$ cat src/rtl/asm.sv
// Arithmetic series engine: sum = 1 + 2 + ... + N, started by a rising edge on G.
module asm #(
   parameter int unsigned NW = 32,
   parameter int unsigned SW = 64
) (
   input  logic          clk,
   input  logic          rst,
   input  logic [NW-1:0] N,
   input  logic          G,
   output logic [SW-1:0] sum,
   output logic          done
);

   typedef enum logic [1:0] {
      IDLE = 2'd0,
      ADD  = 2'd1,
      DONE = 2'd2
   } state_t;

   state_t        state;
   state_t        state_n;
   logic [NW-1:0] count;
   logic [NW-1:0] count_n;
   logic [SW-1:0] sum_n;
   logic          g_prev;
   logic          start_c;

   // Level-to-pulse on G so a held request launches only one computation
   assign start_c = G & ~g_prev;

   // State, datapath and flag registers
   always_ff @(posedge clk or posedge rst) begin
      if (rst) begin
         state  <= IDLE;
         count  <= '0;
         sum    <= '0;
         done   <= 1'b0;
         g_prev <= 1'b0;
      end else begin
         state  <= state_n;
         count  <= count_n;
         sum    <= sum_n;
         done   <= (state_n == DONE);
         g_prev <= G;
      end
   end

   // Next-state and datapath update; N is sampled only on a start
   always_comb begin
      state_n = state;
      count_n = count;
      sum_n   = sum;
      case (state)
         IDLE: begin
            if (start_c) begin
               count_n = N;
               sum_n   = '0;
               state_n = ADD;
            end
         end
         ADD: begin
            if (count == '0) begin
               state_n = DONE;
            end else begin
               sum_n   = sum + SW'(count);
               count_n = count - NW'(1);
            end
         end
         DONE: begin
            if (start_c) begin
               count_n = N;
               sum_n   = '0;
               state_n = ADD;
            end
         end
         default: begin
            state_n = IDLE;
         end
      endcase
   end

endmodule

$ cat config.mk
export PLATFORM = sky130hd
export DESIGN_NAME = asm
export DESIGN_NICKNAME = d
export VERILOG_FILES = /design/src/rtl/asm.sv
export SDC_FILE = /design/constraint.sdc
export NUM_CORES = 1
export LEC_CHECK = 0
export ABC_AREA = 1
export BUFFER_PORTS_ARGS = -buffer_cell sky130_fd_sc_hd__buf_2
export CAP_MARGIN = 20
export CORE_AREA = 2 2 147 149
export CTS_CLUSTER_SIZE = 24
export DETAILED_ROUTE_END_ITERATION = 8
export DIE_AREA = 0 0 149 151
export GPL_ROUTABILITY_DRIVEN = 0
export PLACE_DENSITY_LB_ADDON = 0.05
export REMOVE_ABC_BUFFERS = 1
export SETUP_SLACK_MARGIN = 0.15
export SLEW_MARGIN = 15
export SYNTH_ARGS = -nofsm -noshare
export SYNTH_HDL_FRONTEND = slang
export SYNTH_SLANG_ARGS = --single-unit
$ cat constraint.sdc
create_clock -name clk -period 6 [get_ports clk]
set_input_delay 0.9 -clock clk [delete_from_list [all_inputs] [get_ports clk]]
set_output_delay 0.9 -clock clk [all_outputs]
set_load 0.01 [all_outputs]
==> metrics <==
status finished, final reports clean; Num CTS Buffers 9; final setup fails 0; Hold Path Depth 2; initial core utilization 0.3960; fillers 2,302; Post-DRT Antenna Nets 0; commonest non-fill, non-tap cell in the layout nand2_1; Setup Crit Path Kind reg -> reg; port bufs 99; CP cell instances inv_1 > nand2_1 > nand3_4 > inv_4 > o21ai_0 > o2bb2ai_1; hold buffers post-CTS 0; Worst slew margin 0.3258; RSZ-0062 raised after global routing no; Power Density 565.8 nW/µm²; share of post-route cells with drive strength above 1 0.09765; Routed WL 27,920 µm; Worst path slowest cell inv_4; Post-CTS Setup Inserts 0; # rows 53; Setup Skew 15.54 ps; Mapped Avg Cell Area 6.113 µm²; main area contributors after synthesis dfrtp_1, nand2_1, nor2_1; drt drc 0; Mapped Area 8247 µm²; clk sink count 100; Top FF cell, synth dfrtp_1; Reg clk slew, reported paths 80 ps; Least-Margin Pin Slew 1008 ps; area share of the largest cell type after synthesis 0.3034; highest cell delay on the worst timing path 810 ps; final cycle utilization of the critical path 0.5808; core area 20,820 µm²; Clock Path Buffers 2; clk root buf clkbuf_16; Final Critical Period 3485 ps; commonest non-fill, non-tap cells in the layout nand2_1, nor2_1, inv_1; Area Growth Syn to Fin 12.93%; worst path buffer plus inverter count 2; CP max FO 60; startpoint type of the worst setup path flip-flop; Die Area 22,500 µm²; yosys warns 0; vias in the first global route 8,100; First DRT Iteration DRCs 471; r2r worst-path depth 6; post-CTS sizing 0; Worst Setup End Kind flip-flop; fraction of registers with async set/reset 1.000; initial antenna violation count 0; Chip Height 151 µm; CP top delay family buffers and inverters; HP Class reg -> reg; Final Slew Violations 0; clk_lat worst skew 370 ps; Final Cell Area 9313 µm²; Antenna Diode Count 0; total I/O pin count 100; Hold Crit Endpoint sum[22]; setup TNS 0 ps; r2r startpoint state[0]; worst endpoint data arrival time 3720 ps; largest net degree at the start of global routing 61; TritonRoute pass-1 iters 5; first-pass GRT wire length 44,010 µm; H-tree depth 3; Highest Clock Rate 287.0 MHz; Synth Register Bits 100; R2R Setup Slk 2520 ps; post-DP HPWL 22,100 µm; Mapped Cells 1,349; dpl cell area 8982 µm²; wire per inst 16.24 µm; worst vdd ir 0.1828 mV; WP data required 6230 ps; via density per instance 4.952; area leader, netlist dfrtp_1; r2r endpoint count[5]; CTS tree built; fin nets 1,509; Die Wd 149 µm; final hold vios 0; sequential fraction of the synthesis area 0.3034; Global Route Usage Sum 0.2561; count of cell types in the netlist 42; total number of vias 8,512; Worst Hold Launch sum[22]; total gr overflow 0; Leak 0.004944 µW; Max Cap Viol 0; Post-synth EDFFs 0
[Yosys cell counts, types with 2 or more instances]
master	number
a21oi_1	56
a31oi_1	6
and2_1	2
buf_2	9
buf_4	5
buf_6	2
clkbuf_1	7
dfrtp_1	100
ha_1	34
inv_1	169
nand2_1	496
nand2_2	2
nand3_1	85
nand3b_1	6
nand4_1	17
nor2_1	208
nor2_2	9
nor3_1	19
nor4_1	4
o211ai_1	9
o211ai_2	3
o21ai_0	45
o21bai_1	4
o221ai_1	3
or2_2	3
xnor2_1	11
xor2_1	20
[registers in the layout, indices dropped and copies added, names as in the netlist]
register,flops
sum,64
count,32
state,2
done,1
g_prev,1
[power breakdown]
group          leakage [µW]  switching [µW]  internal [µW]
Combinational       0.00356            2170           1140
Sequential          0.00124             380            952
Clock              0.000146             290            337
Total               0.00494            2840           2430
[stage by stage]
step                      worst slack [ps]  power (µW)  utilization  std cells  hold slack, ps
after floorplan                       2481        3602            -       1325           517.2
after global placement                2578        4630       0.4314       1702           506.4
after detailed placement              2512        4648       0.4314       1702           509.1
after CTS                             2515        5299       0.4459       1718           526.5
after global routing                  2181        5824       0.4472       1719           546.8
final                                 2515        5269       0.4472       1719           522.8
[worst min-delay path: cells and delay by family, from the launching register on]
family	cells	cell delay [ps]
AND/OR/NAND/NOR	2	110
flip-flops	1	370
[layout make-up]
class	count	area (µm²)	area share
flip-flops and latches	100	2502	0.2687
well taps	275	344.1	0.03695
repair buffers	103	545.5	0.05858
inverters	170	643.1	0.06906
clock inverters	5	60.06	0.006449
multi-input cells	1055	4975	0.5342
clock buffers	11	242.7	0.02606
[worst max path at each step]
| stage | startpoint | to | depth (start not counted) |
|---|---|---|---|
| 2_1_floorplan | rst | count[0] | 1 |
| 3_3_place_gp | state[0] | count[5] | 7 |
| 3_5_place_dp | state[0] | count[5] | 6 |
| 4_1_cts | state[0] | count[5] | 6 |
| 5_1_grt | state[0] | count[5] | 6 |
| 6_report | state[0] | count[5] | 6 |
[cell families (layout without fill, tap and decap cells)]
group	count (synthesis)	count (layout)	share of synthesized area
adders and majority gates	35	35	0.05401
DFF	100	100	0.3034
xor gates and xnor gates	31	31	0.03292
buffers and inverters	194	289	0.09407
and+or+nand+nor	856	856	0.4239
AOI/OAI and AO/OA	133	133	0.09164
[layer usage]
layer  global-route usage  vias up  share of wire
met2               0.4442      184           0.48
met5                    0        -              0
li1                     -     4437              -
met1               0.3258     3844           0.45
met3              0.03253       47          0.038
met4              0.09762        0          0.033
Note: power is estimated with default switching activity, not from simulation.
